`config.mk`:
```
export PLATFORM = sky130hd
export DESIGN_NAME = force_acc_ctrl
export DESIGN_NICKNAME = d
export VERILOG_FILES = /design/src/rtl/force_acc_ctrl.sv
export SDC_FILE = /design/constraint.sdc
export NUM_CORES = 1
export LEC_CHECK = 0
export CAP_MARGIN = 30
export CORE_ASPECT_RATIO = 0.6
export CORE_MARGIN = 8
export CORE_UTILIZATION = 30
export CTS_CLUSTER_DIAMETER = 150
export DETAILED_ROUTE_END_ITERATION = 8
export GPL_TIMING_DRIVEN = 1
export PLACE_DENSITY = 0.66
export SETUP_SLACK_MARGIN = 0.15
export SLEW_MARGIN = 20
export SYNTH_ARGS = -nofsm -noshare
export SYNTH_HDL_FRONTEND = slang
export SYNTH_SLANG_ARGS = --single-unit
```
`constraint.sdc`:
```
create_clock -name clk -period 2.2 [get_ports clk]
set_input_delay 0.22 -clock clk [delete_from_list [all_inputs] [get_ports clk]]
set_output_delay 0.22 -clock clk [all_outputs]
set_load 0.01 [all_outputs]
```
`src/rtl/force_acc_ctrl.sv`:
```
// rtl/force_acc_ctrl.sv - sequencer for the 1-cycle SP accumulator, one summed force per particle
// Operand mux is combinational so the accumulator feedback loop closes in a single cycle.
module force_acc_ctrl #(
   parameter int DATA_WIDTH  = 32,
   parameter int ID_WIDTH    = 9,
   parameter int COUNT_WIDTH = 8
) (
   input  logic                   clk,
   input  logic                   rst,
   input  logic                   in_valid,
   input  logic [ID_WIDTH-1:0]    in_id,
   input  logic [DATA_WIDTH-1:0]  in_data,
   input  logic                   in_last,
   output logic                   acc_ena,
   output logic                   acc_clr,
   output logic [DATA_WIDTH-1:0]  acc_ax,
   output logic [DATA_WIDTH-1:0]  acc_ay,
   input  logic [DATA_WIDTH-1:0]  acc_result,
   output logic                   out_valid,
   output logic [ID_WIDTH-1:0]    out_id,
   output logic [DATA_WIDTH-1:0]  out_data,
   output logic [COUNT_WIDTH-1:0] out_count
);

   typedef enum logic {IDLE, ACCUM} state_t;

   state_t                 state;
   logic [ID_WIDTH-1:0]    cur_id;
   logic [COUNT_WIDTH-1:0] cnt;
   logic                   flush_pend;

   logic beat;
   logic id_change;
   logic id_close;
   logic start_beat;

   // A beat in the flush cycle always opens a fresh particle, even with the same ID.
   always_comb begin
      beat       = in_valid && !rst;
      id_change  = (in_id != cur_id);
      id_close   = beat && (state == ACCUM) && !flush_pend && id_change;
      start_beat = beat && ((state == IDLE) || flush_pend || id_change);
      acc_ena    = beat;
      acc_clr    = rst;
      acc_ax     = in_data;
      acc_ay     = start_beat ? '0 : acc_result;
   end

   always_ff @(posedge clk) begin
      if (rst) begin
         state      <= IDLE;
         cur_id     <= '0;
         cnt        <= '0;
         flush_pend <= 1'b0;
         out_valid  <= 1'b0;
         out_id     <= '0;
         out_data   <= '0;
         out_count  <= '0;
      end else begin
         out_valid <= 1'b0;
         // acc_result still holds the old sum on an ID change, and includes the last beat on a flush.
         if (flush_pend || id_close) begin
            out_valid <= 1'b1;
            out_id    <= cur_id;
            out_data  <= acc_result;
            out_count <= cnt;
         end
         flush_pend <= beat && in_last;
         if (beat) begin
            state <= ACCUM;
            if (start_beat) begin
               cur_id <= in_id;
               cnt    <= COUNT_WIDTH'(1);
            end else if (cnt != '1) begin
               cnt <= cnt + 1'b1;
            end
         end else if (flush_pend) begin
            state <= IDLE;
         end
      end
   end

endmodule

```
Word-level counts from Yosys, hierarchy flattened. Index checks and enable logic that the tools add are counted.

Flip-flop bits (word level): 69. Latch bits: 0. RAM bits: 0. Memory bits (read-only): 0. Input port bits: 77. Output and inout bits: 116. Logic and storage cells: 33. Memories kept: 0.

$add $sub $neg: 1. Multiply operators: 0. Divide/modulo/power cells: 0. Magnitude comparators: 0. Equality and inequality tests: 2. Shift-type cells: 0. Multiplexer cells: 6. Bitwise logic cells: 1. Reductions and logical operators: 15.

Operators with widths (count): 32-bit 2-to-1 mux (1); 8-bit 2-to-1 mux (2); 9-bit inequality test (1); 8-bit by 1-bit adder with 8-bit output, second input constant (1); 8-bit inequality test, second input constant (1); 1-bit logical AND (6); 2-bit AND reduction (2); 2-bit nonzero test (2); 1-bit logical OR (3); 1-bit 2-to-1 mux (3); 1-bit logical NOT (2); 1-bit NOT (1).

Logic depth before layout (Yosys ltp). Gate-level depths: netlist of run 1.

Depth in word-level cells: 7. Mapped depth: 8.

Worst setup path after synthesis of run 1. Ideal clock, no wire load.

Path kind: reg2out. Start point: register cur_id[7]. End point: output acc_ay[10]. Arrival time: 1.519 ns. Data required time: 1.980 ns. Setup slack: 0.461 ns. Stages on the path, launching flop included: 7. Path through: dfxtp_1 xnor2_1 nand3_1 nor4_4 nand2b_4 clkbuf_2 and2_1.

Longest elaborated chain between the ends: 4.

RTL lines: start, declared (RTL line 28) `logic [ID_WIDTH-1:0] cur_id;`; start signal, assigned (RTL line 72) `cur_id <= in_id;`; 9-bit inequality test (RTL line 40) `id_change = (in_id != cur_id);`; 1-bit logical OR (RTL line 42) `start_beat = beat && ((state == IDLE) || flush_pend || id_change);`; 1-bit logical AND (RTL line 42); 32-bit 2-to-1 mux (RTL line 46) `acc_ay = start_beat ? '0 : acc_result;`; end, declared (RTL line 17) `output logic [DATA_WIDTH-1:0] acc_ay,`.

Every way passes these cells.

Worst setup path after layout of run 1.
Start point: register cur_id[7]. End point: output acc_ay[26].

The elaborated chain is that of the path after synthesis.

==> impl_metrics.py, run 1 <==
metrics = {
    "outcome": {
        "status": "finished with violations",
        "violations": "negative setup slack",
    },
    "critical_path": {
        "reg2reg_slack_ps": 40,
        "crit_chain": "xnor2_2 -> nand3_2 -> nor4_4 -> nand2b_4 -> buf_8 -> buf_6 -> buf_16 -> and2_1 -> buf_2",
        "cp.buffers_inverters": 4,
        "crit_family": "simple AND/OR/NAND/NOR gates",
        "crit_path_max_fanout": 6,
        "end_kind": "output pin",
        "cp.arrival_ps": 2030,
        "critPathKind": "reg2out",
        "critPathRequiredTime_ps": 1980,
        "slowest_delay_ps": 340,
        "critPathLaunchType": "register",
        "crit_slowest_cell": "dfxtp_2",
    },
    "floorplanning": {
        "core-area_mm2": 0.0106,
        "ios": 193,
        "die_h_um": 97.1,
        "start_util_pct": 30.9,
        "num_rows": 29,
        "dieArea_mm2": 0.0147,
        "die_w_um": 151,
    },
    "clocking": {
        "ctsHoldBuffers": 0,
        "h-tree-depth": 3,
        "cts_buffer_depth": 2,
        "tritoncts": "done",
        "cts_sinks": 69,
        "cts_root_buf": "clkbuf_16",
        "clkLatencyLatePin_ps": 330,
        "clk_pin_slew_ps": 50,
        "numCtsBuffers": 9,
    },
    "timing": {
        "final_max_slew_viol_count": 0,
        "clock_skew_ps": 4.09,
        "tightest_slew_ps": 639,
        "fin_crit_ps": 2250,
        "rsz0062_at_grt": "yes",
        "relSlewSlack_pct": 57.4,
        "fin_crit_sh_pct": 102,
        "timing.hold.ws_ps": 285,
        "final_hold_viol_count": 0,
        "setup_slack_ps": -46.5,
        "max_freq_mhz": 445,
        "setup_viol": 9,
    },
    "logic_synthesis": {
        "syn_avg_cell_area_um2": 9.84,
        "synth-edff-count": 0,
        "synth_flop_cell": "dfxtp_1",
        "synth-seq-area-share_pct": 42.0,
        "yosys_warnings": 0,
        "ys_seq_elements": 69,
        "yosys.area.top_type": "dfxtp_1",
        "async_flop_share_pct": 0,
        "synth.net_count": 412,
        "synth_area_leaders": "dfxtp_1 42%, mux2i_1 15%, buf_4 7.8%, and2_1 6.3%, nor2_1 6.3%",
        "synth_top_area_share_pct": 42.0,
        "synth_cell_type_count": 41,
        "syn_area_mm2": 0.00329,
        "syn_inst": 334,
    },
    "cells_and_area": {
        "syn_to_final_growth_pct": 56.2,
        "num_antenna_cells": 0,
        "instances_no_fill": 600,
        "final_cell_mix": "86 x clkdlybuf4s50_1, 60 x dfxtp_1, 55 x nor2_1",
        "drive_gt1_share_pct": 29.1,
        "nNetsFinal": 536,
        "final_common_cell": "clkdlybuf4s50_1",
    },
    "routing": {
        "vias": 2672,
        "drt-initial-drc-count": 100,
        "wl_per_cell_um": 16.0,
        "vias_per_cell": 4.45,
        "top_layer": "met4",
        "dr_wl_met3_mm": 1.08,
        "wl_met2_mm": 3.97,
        "dr.pass1.iters": 4,
        "wl_met1_mm": 4.51,
        "drc_errors": 0,
        "ant_nets": 0,
        "routed_wl_mm": 9.63,
    },
    "global_routing": {
        "antenna_found_initial": 0,
        "grt_pass1_vias": 2661,
        "grt.overflow.total": 0,
        "grt_start_max_net_pins": 61,
        "track_usage_pct": 12.2,
        "grt_pass1_wl_mm": 14.2,
    },
    "flow_run": {
        "max-cap-violations": 0,
    },
    "placed_design": {
        "numPortBuffers": 128,
        "place.gp.congestion": 0.788,
        "dp.cells": 563,
        "hpwl_mm": 6.43,
    },
    "pwr": {
        "leakage_nw": 2.11,
        "irDropWorstVdd_uv": 347,
        "p_total_mw": 3.30,
        "powerDensity_mw_per_mm2": 644,
    },
    "hold_path": {
        "worstHoldPathType": "in2reg",
    },
}
[layer usage]
layer	global-route usage (%)	up-vias
met3	6.33	8
li1	-	1327
met4	3.79	0
met5	0	-
met1	15.2	1219
met2	17.7	118
[power breakdown]
| group | internal (mW) | total, mW | switching, mW |
|---|---|---|---|
| Clock | 0.807 | 1.30 | 0.497 |
| Combinational | 0.390 | 0.651 | 0.261 |
| Sequential | 1.31 | 1.35 | 0.0374 |
[flip-flops by register name (all words and copies together), names as in the netlist]
| register | flops |
|---|---|
| flush_pend | 1 |
| out_valid | 1 |
| cnt | 8 |
| out_data | 32 |
| cur_id | 9 |
| out_count | 8 |
| state | 1 |
| out_id | 9 |
[tightest hold or removal path: cells and delay by family]
kind / cells / cell delay [ps]
buf+inv: 2 / 280
simple gates: 1 / 60
[Yosys cell counts (all sizes together), types with 2 or more instances]
cell type  number
nand3           2
xor2            2
a21oi           3
mux2i          49
and2           34
nand2b          3
nand2           7
nor3            4
xnor2           9
a211o           2
dfxtp          69
nand4           4
o21ai           3
buf            43
and4b           2
a2111oi         2
nor2           55
clkbuf          9
nor3b           2
nor2b          10
mux2            9
[what timing repair did]
action,in CTS,in global routing
gates resized for setup,170,40
endpoints found under the hold margin,0,0
gates cloned,2,3
buffers inserted,17,1
pin swaps,14,2
setup endpoints to repair,32,82
[metrics by stage]
stage / util [%] / cell area [µm²] / TNS [ps] / worst slack (ps)
2_1_floorplan: - / 3290 / 0 / 461
3_3_place_gp: 42.2 / 4480 / -12020 / -333
3_5_place_dp: 42.2 / 4480 / -15090 / -404
4_1_cts: 45.9 / 4880 / -50.5 / -14.3
5_1_grt: 48.3 / 5130 / -2550 / -156
6_report: 48.3 / 5130 / -271 / -46.5
[cell families (layout without fill, tap and decap cells)]
logic type,count (synthesis),after routing,share of synthesized area (%)
AO/OA/AOI/OAI,15,15,3.54
XOR/XNOR,11,11,2.93
buffers and inverters,53,180,11.8
AND/OR/NAND/NOR,127,127,20.4
adder cells (fa/ha/maj),1,1,0.381
flip-flops,69,69,42.0
multiplexers,58,58,18.9
[worst paths after layout]
kind | endpoint | from | cells after the start
hold reg to reg | out_id[4] | out_id[4] | 2
hold / removal | out_count[3] | rst | 3
setup / recovery | acc_ay[26] | cur_id[7] | 9
setup reg to reg | cur_id[3] | cur_id[7] | 11
[cell type report]
class                           instances  area (µm²)
Clock buffer                           12         256
Inverter                                1        3.75
Sequential cell                        69        1390
Clock inverter                          2        10.0
Fill cell                            1001        5500
Multi-Input combinational cell        212        1640
Timing Repair Buffer                  165        1660
Tap cell                              139         174
Power figures use the tool's default switching activity.
==> inputs of run 2 (changes only) <==
Settings changed: ABC_AREA set to 1, PLACE_DENSITY 0.66 to unset.
==> run 2 against run 1 <==
Non-clock buffer count fell by 8. Critical path type is now in2out. Clock skew rose by 1.7 ps. Sequential power rose by 3%. The flow now finishes without violations. Utilization fell by 4.1 points. Fmax rose by 7.8%. Final cell count rose by 33%. Via count rose by 33%.
==> impl_metrics.py, run 2 <==
metrics = {
    "outcome": {
        "status": "complete, no violations",
    },
    "cells_and_area": {
        "top_register": "out_data",
        "nNetsFinal": 705,
        "finish.utilization_pct": 44.2,
        "largest_reg_flops": 32,
        "final_common_cell": "clkdlybuf4s50_1",
        "drive_gt1_share_pct": 17.6,
        "reg_top3": "out_data: 32 flops, cur_id: 9 flops, out_id: 9 flops",
        "nFillCells": 1203,
        "final_cell_mix": "93 x clkdlybuf4s50_1, 83 x nand2_1, 78 x nor2_1",
        "num_antenna_cells": 0,
        "syn_to_final_growth_pct": 45.3,
    },
    "logic_synthesis": {
        "yosys.area.top_type": "dfxtp_1",
        "synth_most_common_cell": "nor2_1",
        "synth-seq-area-share_pct": 38.1,
        "syn_inst": 522,
        "synth_cell_type_count": 25,
        "ys_seq_elements": 69,
        "synth_top_area_share_pct": 38.1,
        "syn_area_mm2": 0.00362,
        "syn_avg_cell_area_um2": 6.94,
        "synth_flop_cell": "dfxtp_1",
        "async_flop_share_pct": 0,
        "synth.net_count": 600,
        "yosys-top-cells-count": "100 x nor2_1, 83 x nand2_1, 69 x dfxtp_1",
        "synth-edff-count": 0,
        "yosys_warnings": 0,
        "synth_area_leaders": "dfxtp_1 38%, nor2_1 10%, nand3b_1 10%, nand2_1 8.6%, a21oi_1 7.5%",
    },
    "hold_path": {
        "min-delay-start": "in_id[8]",
        "holdPathEnd": "cur_id[8]",
        "holdPathStages": 4,
        "worstHoldPathType": "in2reg",
    },
    "pwr": {
        "clkPwrFrac_pct": 39.8,
        "pwr-share-comb_pct": 21.0,
        "cellInternalPower_mw": 2.60,
        "p_sw_mw": 0.953,
        "share_seq_of_total_power_pct": 39.2,
        "swShare_pct": 26.8,
        "irDropWorstVdd_uv": 319,
        "powerDensity_mw_per_mm2": 675,
        "leakage_nw": 2.49,
    },
    "critical_path": {
        "rr_worst_depth": 12,
        "reg2reg_to": "out_data[4]",
        "cp.arrival_ps": 1860,
        "reg2reg_slack_ps": 320,
        "end_kind": "output pin",
        "timing.rr.start": "cur_id[2]",
        "critPathRequiredTime_ps": 1980,
        "critPathLaunchType": "input port",
        "crit_path_max_fanout": 11,
        "critPathKind": "in2out",
    },
    "global_routing": {
        "grt_start_max_net_pins": 100,
        "grt_pass1_vias": 3481,
        "grt_pass1_wl_mm": 17.6,
        "grt.overflow.total": 0,
        "antenna_found_initial": 1,
        "track_usage_pct": 13.9,
    },
    "clocking": {
        "ctsHoldBuffers": 0,
        "cts_buffer_depth": 2,
        "h-tree-depth": 3,
        "cts_root_buf": "clkbuf_16",
        "clk_pin_slew_ps": 60,
        "numCtsBuffers": 9,
        "tritoncts": "done",
        "cts_sinks": 69,
        "clkLatencyLatePin_ps": 330,
    },
    "timing": {
        "relSlewSlack_pct": 65.6,
        "setup_slack_ps": 116,
        "max_freq_mhz": 480,
        "final_max_slew_viol_count": 0,
        "clock_skew_ps": 5.82,
        "fin_crit_ps": 2080,
        "setup_viol": 0,
        "rsz0062_at_grt": "yes",
        "final_hold_viol_count": 0,
        "tightest_slew_ps": 516,
        "fin_crit_sh_pct": 94.7,
    },
    "routing": {
        "vias": 3552,
        "drc_errors": 0,
        "ant_nets": 0,
        "dr.pass1.iters": 4,
        "routed_wl_mm": 11.5,
        "drt-initial-drc-count": 163,
        "wl_per_cell_um": 14.4,
        "vias_per_cell": 4.46,
    },
    "floorplanning": {
        "dieArea_mm2": 0.0160,
        "core-area_mm2": 0.0119,
        "ios": 193,
        "die_h_um": 101,
        "die_w_um": 158,
        "num_rows": 31,
        "start_util_pct": 30.4,
    },
    "placed_design": {
        "place.gp.congestion": 0.807,
        "numPortBuffers": 128,
        "hpwl_mm": 7.88,
        "pre_cts_ws_ps": -269,
    },
    "flow_run": {
        "max-cap-violations": 0,
    },
}
run 2: changes by cell type in the layout (fill, tap and decap cells not counted), sizes merged, moves of 10 or more:
cell / change
nand2: +78
inv: +62
a21oi: +51
mux2i: -49
nand3b: +49
nor2: +47
and2: -34
nand3: +13
nor2b: -10
run 2: stage by stage:
step                      TNS (ps)  total power [mW]  std cells  cell area, µm²  hold slack (ps)
final                            0              3.55        796            5260              305
after global routing             0              3.74        796            5260              331
after CTS                        0              3.59        791            5130              383
after detailed placement     -7520              2.16        774            4930              440
after global placement       -6730              2.15        774            4930              440
after floorplan                  0              1.82        522            3620              289
run 2: cell type report:
| type | count | area (µm²) | share of cell area (%) |
|---|---|---|---|
| flip-flops and latches | 69 | 1380 | 26.3 |
| clock buffers | 9 | 225 | 4.28 |
| clock inverters | 6 | 63.8 | 1.21 |
| multi-input cells | 328 | 1670 | 31.8 |
| inverters | 62 | 238 | 4.52 |
| well taps | 165 | 206 | 3.92 |
| repair buffers | 157 | 1470 | 28.0 |
run 2: layer usage:
metal,track usage [%],up-vias,wire [µm]
met5,0,-,13
met4,3.13,2,21
met3,7.66,4,1300
met2,20.1,129,4830
met1,17.5,1595,5320
li1,-,1822,-
run 2: worst max-delay path by stage:
| stage | from | end | depth (start not counted) |
|---|---|---|---|
| 3_3_place_gp | in_id[4] | acc_ay[10] | 10 |
| 2_1_floorplan | cur_id[8] | acc_ay[21] | 11 |
| 6_report | in_id[3] | acc_ay[11] | 11 |
| 3_5_place_dp | in_id[2] | acc_ay[17] | 11 |
| 5_1_grt | cur_id[7] | acc_ay[17] | 12 |
| 4_1_cts | in_id[7] | acc_ay[17] | 13 |
run 2: timing repair:
action,CTS,global route
setup endpoints to repair,32,33
gates cloned,0,3
pin swaps,1,3
buffers inserted,2,1
gates resized for setup,125,39
run 2: power groups by stage:
stage               combinational, mW  clock [mW]  sequential [mW]
floorplan                       0.376           0             1.44
global placement                0.740           0             1.41
detailed placement              0.746           0             1.42
CTS                             0.724        1.47             1.39
global route                    0.826        1.52             1.40
finish                          0.746        1.41             1.39
run 2: cell families (layout without fill, tap and decap cells):
kind of cell | count (synthesis) | after routing | share of synthesized area, %
XOR/XNOR | 6 | 6 | 1.45
flip-flops | 69 | 69 | 38.1
buffers and inverters | 125 | 234 | 17.7
AO/OA/AOI/OAI | 63 | 63 | 9.02
adder cells (fa/ha/maj) | 1 | 1 | 0.345
AND/OR/NAND/NOR | 258 | 258 | 33.3
run 2: worst max-delay path, cell delays in order:
cell and delay (ps):
clkdlybuf4s50_1 530, inv_1 80, nand2_1 60, nand4_1 120
nor2_2 180, nand3_2 130, nand2_4 120, inv_6 60
buf_12 150, nor2_1 80, buf_2 140
